===== src/rtl/csr_wb_master.sv =====
// CSR-programmed single-cycle classic Wishbone master.
// Software loads ADDR/WDATA/CTRL and the block runs one read or write, with optional timeout and address auto-increment.
module csr_wb_master #(
  parameter logic [3:0]  csr_addr        = 4'h0,
  parameter logic [15:0] DEFAULT_TIMEOUT = 16'd1024
) (
  input  logic        sys_clk,
  input  logic        sys_rst,
  input  logic [13:0] csr_a,
  input  logic        csr_we,
  input  logic [31:0] csr_di,
  output logic [31:0] csr_do,
  output logic [31:0] wb_adr_o,
  output logic [31:0] wb_dat_o,
  input  logic [31:0] wb_dat_i,
  output logic [3:0]  wb_sel_o,
  output logic        wb_we_o,
  output logic        wb_cyc_o,
  output logic        wb_stb_o,
  output logic [2:0]  wb_cti_o,
  input  logic        wb_ack_i,
  output logic        irq
);

  typedef enum logic [1:0] {
    IDLE = 2'd0,
    ARM  = 2'd1,
    BUS  = 2'd2
  } state_t;

  state_t      state_r, state_nxt_s;
  logic [31:0] addr_r, wdata_r, rdata_r, csr_do_r, rd_mux_s;
  logic [15:0] tmo_r, cnt_r, cnt_inc_s;
  logic [3:0]  sel_r;
  logic        we_r, inc_r, irq_en_r, done_r, timeout_r, cyc_r, irq_r;
  logic        csr_sel_s, csr_wr_s, busy_s, start_s, ack_s, tmo_hit_s;
  logic        status_wr_s;
  logic [2:0]  idx_s;
  logic        unused_s;

  assign csr_sel_s   = (csr_a[13:10] == csr_addr);
  assign csr_wr_s    = csr_sel_s & csr_we;
  assign idx_s       = csr_a[2:0];
  assign busy_s      = (state_r != IDLE);
  assign start_s     = csr_wr_s & (idx_s == 3'd3) & csr_di[0] & ~busy_s;
  assign status_wr_s = csr_wr_s & (idx_s == 3'd4);
  assign cnt_inc_s   = cnt_r + 16'd1;
  assign ack_s       = (state_r == BUS) & wb_ack_i;
  // The ack wins on the last allowed cycle, so the timeout only fires with ack low.
  assign tmo_hit_s   = (state_r == BUS) & ~wb_ack_i & (tmo_r != 16'd0) & (cnt_inc_s == tmo_r);
  assign unused_s    = ^csr_a[9:3];

  // Next-state decode for the transfer sequencer.
  always_comb begin
    state_nxt_s = state_r;
    case (state_r)
      IDLE: begin
        if (start_s) state_nxt_s = ARM;
        else         state_nxt_s = IDLE;
      end
      ARM: state_nxt_s = BUS;
      BUS: begin
        if (ack_s || tmo_hit_s) state_nxt_s = IDLE;
        else                    state_nxt_s = BUS;
      end
      default: state_nxt_s = IDLE;
    endcase
  end

  // CSR readback multiplexer.
  always_comb begin
    rd_mux_s = 32'd0;
    case (idx_s)
      3'd0:    rd_mux_s = addr_r;
      3'd1:    rd_mux_s = wdata_r;
      3'd2:    rd_mux_s = rdata_r;
      3'd3:    rd_mux_s = {24'd0, sel_r, irq_en_r, inc_r, we_r, 1'b0};
      3'd4:    rd_mux_s = {29'd0, timeout_r, done_r, busy_s};
      3'd5:    rd_mux_s = {16'd0, tmo_r};
      default: rd_mux_s = 32'd0;
    endcase
  end

  // Register file, sequencer state and Wishbone output registers.
  always_ff @(posedge sys_clk) begin
    if (sys_rst) begin
      state_r   <= IDLE;
      addr_r    <= 32'd0;
      wdata_r   <= 32'd0;
      rdata_r   <= 32'd0;
      csr_do_r  <= 32'd0;
      tmo_r     <= DEFAULT_TIMEOUT;
      cnt_r     <= 16'd0;
      sel_r     <= 4'hf;
      we_r      <= 1'b0;
      inc_r     <= 1'b0;
      irq_en_r  <= 1'b0;
      done_r    <= 1'b0;
      timeout_r <= 1'b0;
      cyc_r     <= 1'b0;
      irq_r     <= 1'b0;
    end else begin
      state_r  <= state_nxt_s;
      cyc_r    <= (state_nxt_s == BUS);
      cnt_r    <= (state_r == BUS) ? cnt_inc_s : 16'd0;
      csr_do_r <= csr_sel_s ? rd_mux_s : 32'd0;
      irq_r    <= irq_en_r & (done_r | timeout_r);

      if (csr_wr_s && !busy_s) begin
        case (idx_s)
          3'd0: addr_r  <= {csr_di[31:2], 2'b00};
          3'd1: wdata_r <= csr_di;
          3'd3: begin
            we_r     <= csr_di[1];
            inc_r    <= csr_di[2];
            irq_en_r <= csr_di[3];
            sel_r    <= csr_di[7:4];
          end
          3'd5:    tmo_r <= csr_di[15:0];
          default: ;
        endcase
      end

      // Bus-side updates only happen while busy, when CSR writes above are blocked.
      if (ack_s && inc_r) addr_r <= addr_r + 32'd4;
      if (ack_s && !we_r) rdata_r <= wb_dat_i;

      if (ack_s)                          done_r <= 1'b1;
      else if (start_s)                   done_r <= 1'b0;
      else if (status_wr_s && csr_di[1])  done_r <= 1'b0;

      if (tmo_hit_s)                      timeout_r <= 1'b1;
      else if (start_s)                   timeout_r <= 1'b0;
      else if (status_wr_s && csr_di[2])  timeout_r <= 1'b0;
    end
  end

  assign csr_do   = csr_do_r;
  assign wb_adr_o = addr_r;
  assign wb_dat_o = wdata_r;
  assign wb_sel_o = sel_r;
  assign wb_we_o  = we_r;
  assign wb_cyc_o = cyc_r;
  assign wb_stb_o = cyc_r;
  assign wb_cti_o = 3'b000;
  assign irq      = irq_r;

endmodule

===== config.mk =====
export PLATFORM = sky130hd
export DESIGN_NAME = csr_wb_master
export DESIGN_NICKNAME = d
export VERILOG_FILES = /design/src/rtl/csr_wb_master.sv
export SDC_FILE = /design/constraint.sdc
export NUM_CORES = 1
export LEC_CHECK = 0
export ABC_AREA = 1
export BUFFER_PORTS_ARGS = -buffer_cell sky130_fd_sc_hd__buf_4
export CAP_MARGIN = 0
export CORE_UTILIZATION = 54
export DETAILED_ROUTE_END_ITERATION = 7
export PLACE_DENSITY = 0.8
export SYNTH_ARGS = -nofsm -noshare
export SYNTH_HDL_FRONTEND = slang
export SYNTH_SLANG_ARGS = --single-unit

===== constraint.sdc =====
create_clock -name sys_clk -period 2.2 [get_ports sys_clk]
set_clock_uncertainty 0.1 [all_clocks]
set_input_delay 0.11 -clock sys_clk [delete_from_list [all_inputs] [get_ports sys_clk]]
set_output_delay 0.11 -clock sys_clk [all_outputs]
set_load 0.02 [all_outputs]

==> impl_metrics.csv <==
group,metric,value,unit
run_status,outcome,"finished, final reports clean",
layout,antennaDiodeCount,0,
hold_path,holdCritPathClass,"in2reg",
layout,area_growth,34.8,%
yosys,syn_area,8130,sq um
clock_tree,clk_pin_slew_worst_paths,70,ps
detailed_routing,drt-total-wl,28900,um
yosys,postSynth.asyncResetShare,0,
detailed_routing,drc,0,
grt,grt.overflow.total,0,
detailed_routing,routed.top_layer,"met4",
layout,drive_above_1_share,0.216,
timing,fin_setup_tns,0,ps
yosys,seq_area_frac_synth,0.421,
grt,grt_max_degree,71,
grt,gr-usage-all-layers,0.366,
yosys,synth_ff_type,"dfxtp_1",
hold_path,worstHoldPathCells,6,
yosys,ys_ff_latch,171,
yosys,yosysTopAreaCellShare,0.421,
power_and_ir_drop,peakVddDrop,0.551,mV
yosys,ys_warn_count,0,
die,die_x,125,um
timing,period_needed,2100,ps
clock_tree,cts_sinks,171,
critical_path,crit_type,"reg2reg",
critical_path,worstPathMaxFanout,6,
clock_tree,clkLatencyLatePin,430,ps
job,cap_viol_max_count,0,
yosys,syn_area_per_cell,7.09,sq um
critical_path,reg2regPathDepth,8,
timing,finalCritPeriodShare,0.954,
layout,nNetsFinal,1473,
die,num_rows,44,
critical_path,required,2400,ps
detailed_routing,drtIter0Drc,1102,
timing,tightest_slew,644,ps
yosys,synth_area_leaders,"dfxtp_1 (42%), nand2_1 (11%), nor2_1 (7.5%), o21ai_0 (6.5%), inv_1 (5.1%)",
die,die_h,125,um
detailed_routing,wl_per_cell,18.2,um
power_and_ir_drop,p_leak,4.66,nW
timing,max-slew-margin-rel,0.570,
yosys,synth_cells,1146,
die,io_pins,189,
layout,nFillCells,1086,
yosys,synth.distinct_cells,48,
detailed_routing,wl_met3,3070,um
clock_tree,htree_levels,4,
detailed_routing,wl_met2,13200,um
detailed_routing,firstDrtPassIters,7,
timing,rsz0062_at_grt,"no",
critical_path,start_kind,"register",
grt,grt_pass1_vias,8145,
clock_tree,numCtsBuffers,17,
grt,grt_pass1_wl,44500,um
yosys,yosysTopAreaCell,"dfxtp_1",
timing,setup_viol,0,
clock_tree,cts_setup_buffers,0,
critical_path,cp-end-kind,"register",
timing,finalHoldViolations,0,
timing,fmax,476,MHz
grt,antenna_found_initial,0,
die,start_util,0.557,
clock_tree,cts.path.max_buffers,2,
placed_design,dp_hpwl,20000,um
power_and_ir_drop,powerDensity,600,nW/um^2
timing,slew_viol_final,0,
power_and_ir_drop,total_power,6.58,mW
detailed_routing,met1_length,11900,um
placed_design,place.gp.congestion,0.931,
detailed_routing,postRouteAntennaNets,0,
yosys,synth-edff-count,0,
clock_tree,clock-root-buffer,"clkbuf_16",
clock_tree,cts_tree,"done",
detailed_routing,viasPerCell,5.76,
critical_path,arrival,2300,ps
placed_design,io_buffers,176,
die,die-area,15500,sq um
die,core,14600,sq um
detailed_routing,vias,9127,
-- worst max-delay path, cell delays in order, from the launching register on --
cell     delay, ps
dfxtp_1        460
ha_1           330
nand2_1        100
nor2_1         200
inv_1          100
nor2_1         300
xor2_1         110
o21ai_0        170
a21oi_1         90
-- area by class of cell --
cell class / instances / area (sq um) / area share
flip-flops and latches: 171 / 3420 / 0.313
clock buffers: 19 / 453 / 0.0413
clock inverters: 12 / 136 / 0.0124
multi-input cells: 798 / 3990 / 0.364
well taps: 184 / 230 / 0.0210
repair buffers: 276 / 2250 / 0.206
inverters: 125 / 469 / 0.0428
-- per-stage QoR --
stage	utilization	hold slack [ps]	cell area, sq um	setup WS, ps	std cells
floorplan	-	136	8140	393	1150
detailed placement	0.663	237	9680	191	1486
global route	0.751	107	11000	15.2	1585
finish	0.751	91.7	11000	101	1585
CTS	0.750	94.4	10900	175	1585
global placement	0.663	238	9680	284	1486
-- cell families after synthesis --
family | after synthesis | share of synthesized area
other cells | 1 | 0.000462
fa+ha+maj | 2 | 0.00308
flops | 171 | 0.421
compound gates | 255 | 0.180
xor+xnor | 15 | 0.0179
simple gates | 521 | 0.285
buf+inv | 181 | 0.0916
-- metal layers --
metal / global-route usage / vias up
met1: 0.511 / 4220
li1: - / 4241
met3: 0.0576 / 63
met5: 0 / -
met2: 0.582 / 603
met4: 0.108 / 0
-- power breakdown --
| group | leakage [nW] | internal [mW] | switching (mW) |
|---|---|---|---|
| Combinational | 3.00 | 0.201 | 0.199 |
| Clock | 0.283 | 1.74 | 1.33 |
| Sequential | 1.38 | 3.10 | 0.00655 |
| Total | 4.66 | 5.04 | 1.54 |
-- registers in the layout, indices dropped and copies added (netlist names) --
register	flops
state_r	2
inc_r	1
tmo_r	16
done_r	1
wb_sel_o	4
wb_we_o	1
wb_dat_o	32
cnt_r	16
rdata_r	32
wb_cyc_o	1
wb_adr_o	30
irq	1
csr_do	32
timeout_r	1
irq_en_r	1
-- worst paths after layout --
path | slack [ps] | end | from
setup / recovery | 100 | wb_adr_o[14] | wb_adr_o[3]
hold / removal | 90 | csr_do[29] | csr_a[10]
setup reg to reg | 100 | wb_adr_o[14] | wb_adr_o[3]
hold reg to reg | 380 | rdata_r[31] | rdata_r[31]
-- what timing repair did --
action / CTS / global route
setup endpoints to repair: 0 / 2
gates resized for setup: 0 / 4
endpoints found under the hold margin: 109 / 0
hold buffers: 68 / 0
-- cell usage after synthesis (6+ instances only) --
cell and instances:
nor2_4 7, o21ai_0 106, clkbuf_1 25, inv_2 14, nand4_1 14, a21oi_1 72, nand2_1 228, nand3b_1 7
dfxtp_1 171, nor2_2 9, a31oi_1 9, buf_4 11, nor2_1 162, inv_1 110, xor2_1 12, a22oi_1 7
a221oi_1 14, buf_2 19, o211ai_1 14, o21ai_1 15, nor3_1 7, nor3_2 6, nand3_1 60
-- placed cells by master (no fill, tap or decap), types with 4 or more instances in the layout --
cell type	netlist	layout
nand3b_1	7	7
clkbuf_16	0	17
inv_1	110	110
inv_6	0	4
o21ai_0	106	106
nor2_1	162	161
inv_2	14	15
a22oi_1	7	7
nor3_2	6	5
xor2_1	12	12
nor2_4	7	7
nor4_1	4	4
a31oi_1	9	9
nand3_2	5	5
nand4_1	14	14
nand2_2	5	6
conb_1	1	5
nand2_1	228	227
buf_4	11	207
nor3_1	7	7
a21oi_1	72	72
o221ai_1	5	5
o21ai_1	15	15
a221oi_1	14	14
nand3_1	60	60
dlygate4sd3_1	0	68
dfxtp_1	171	170
nor2_2	9	10
o211ai_1	14	14
Power figures use the tool's default switching activity.
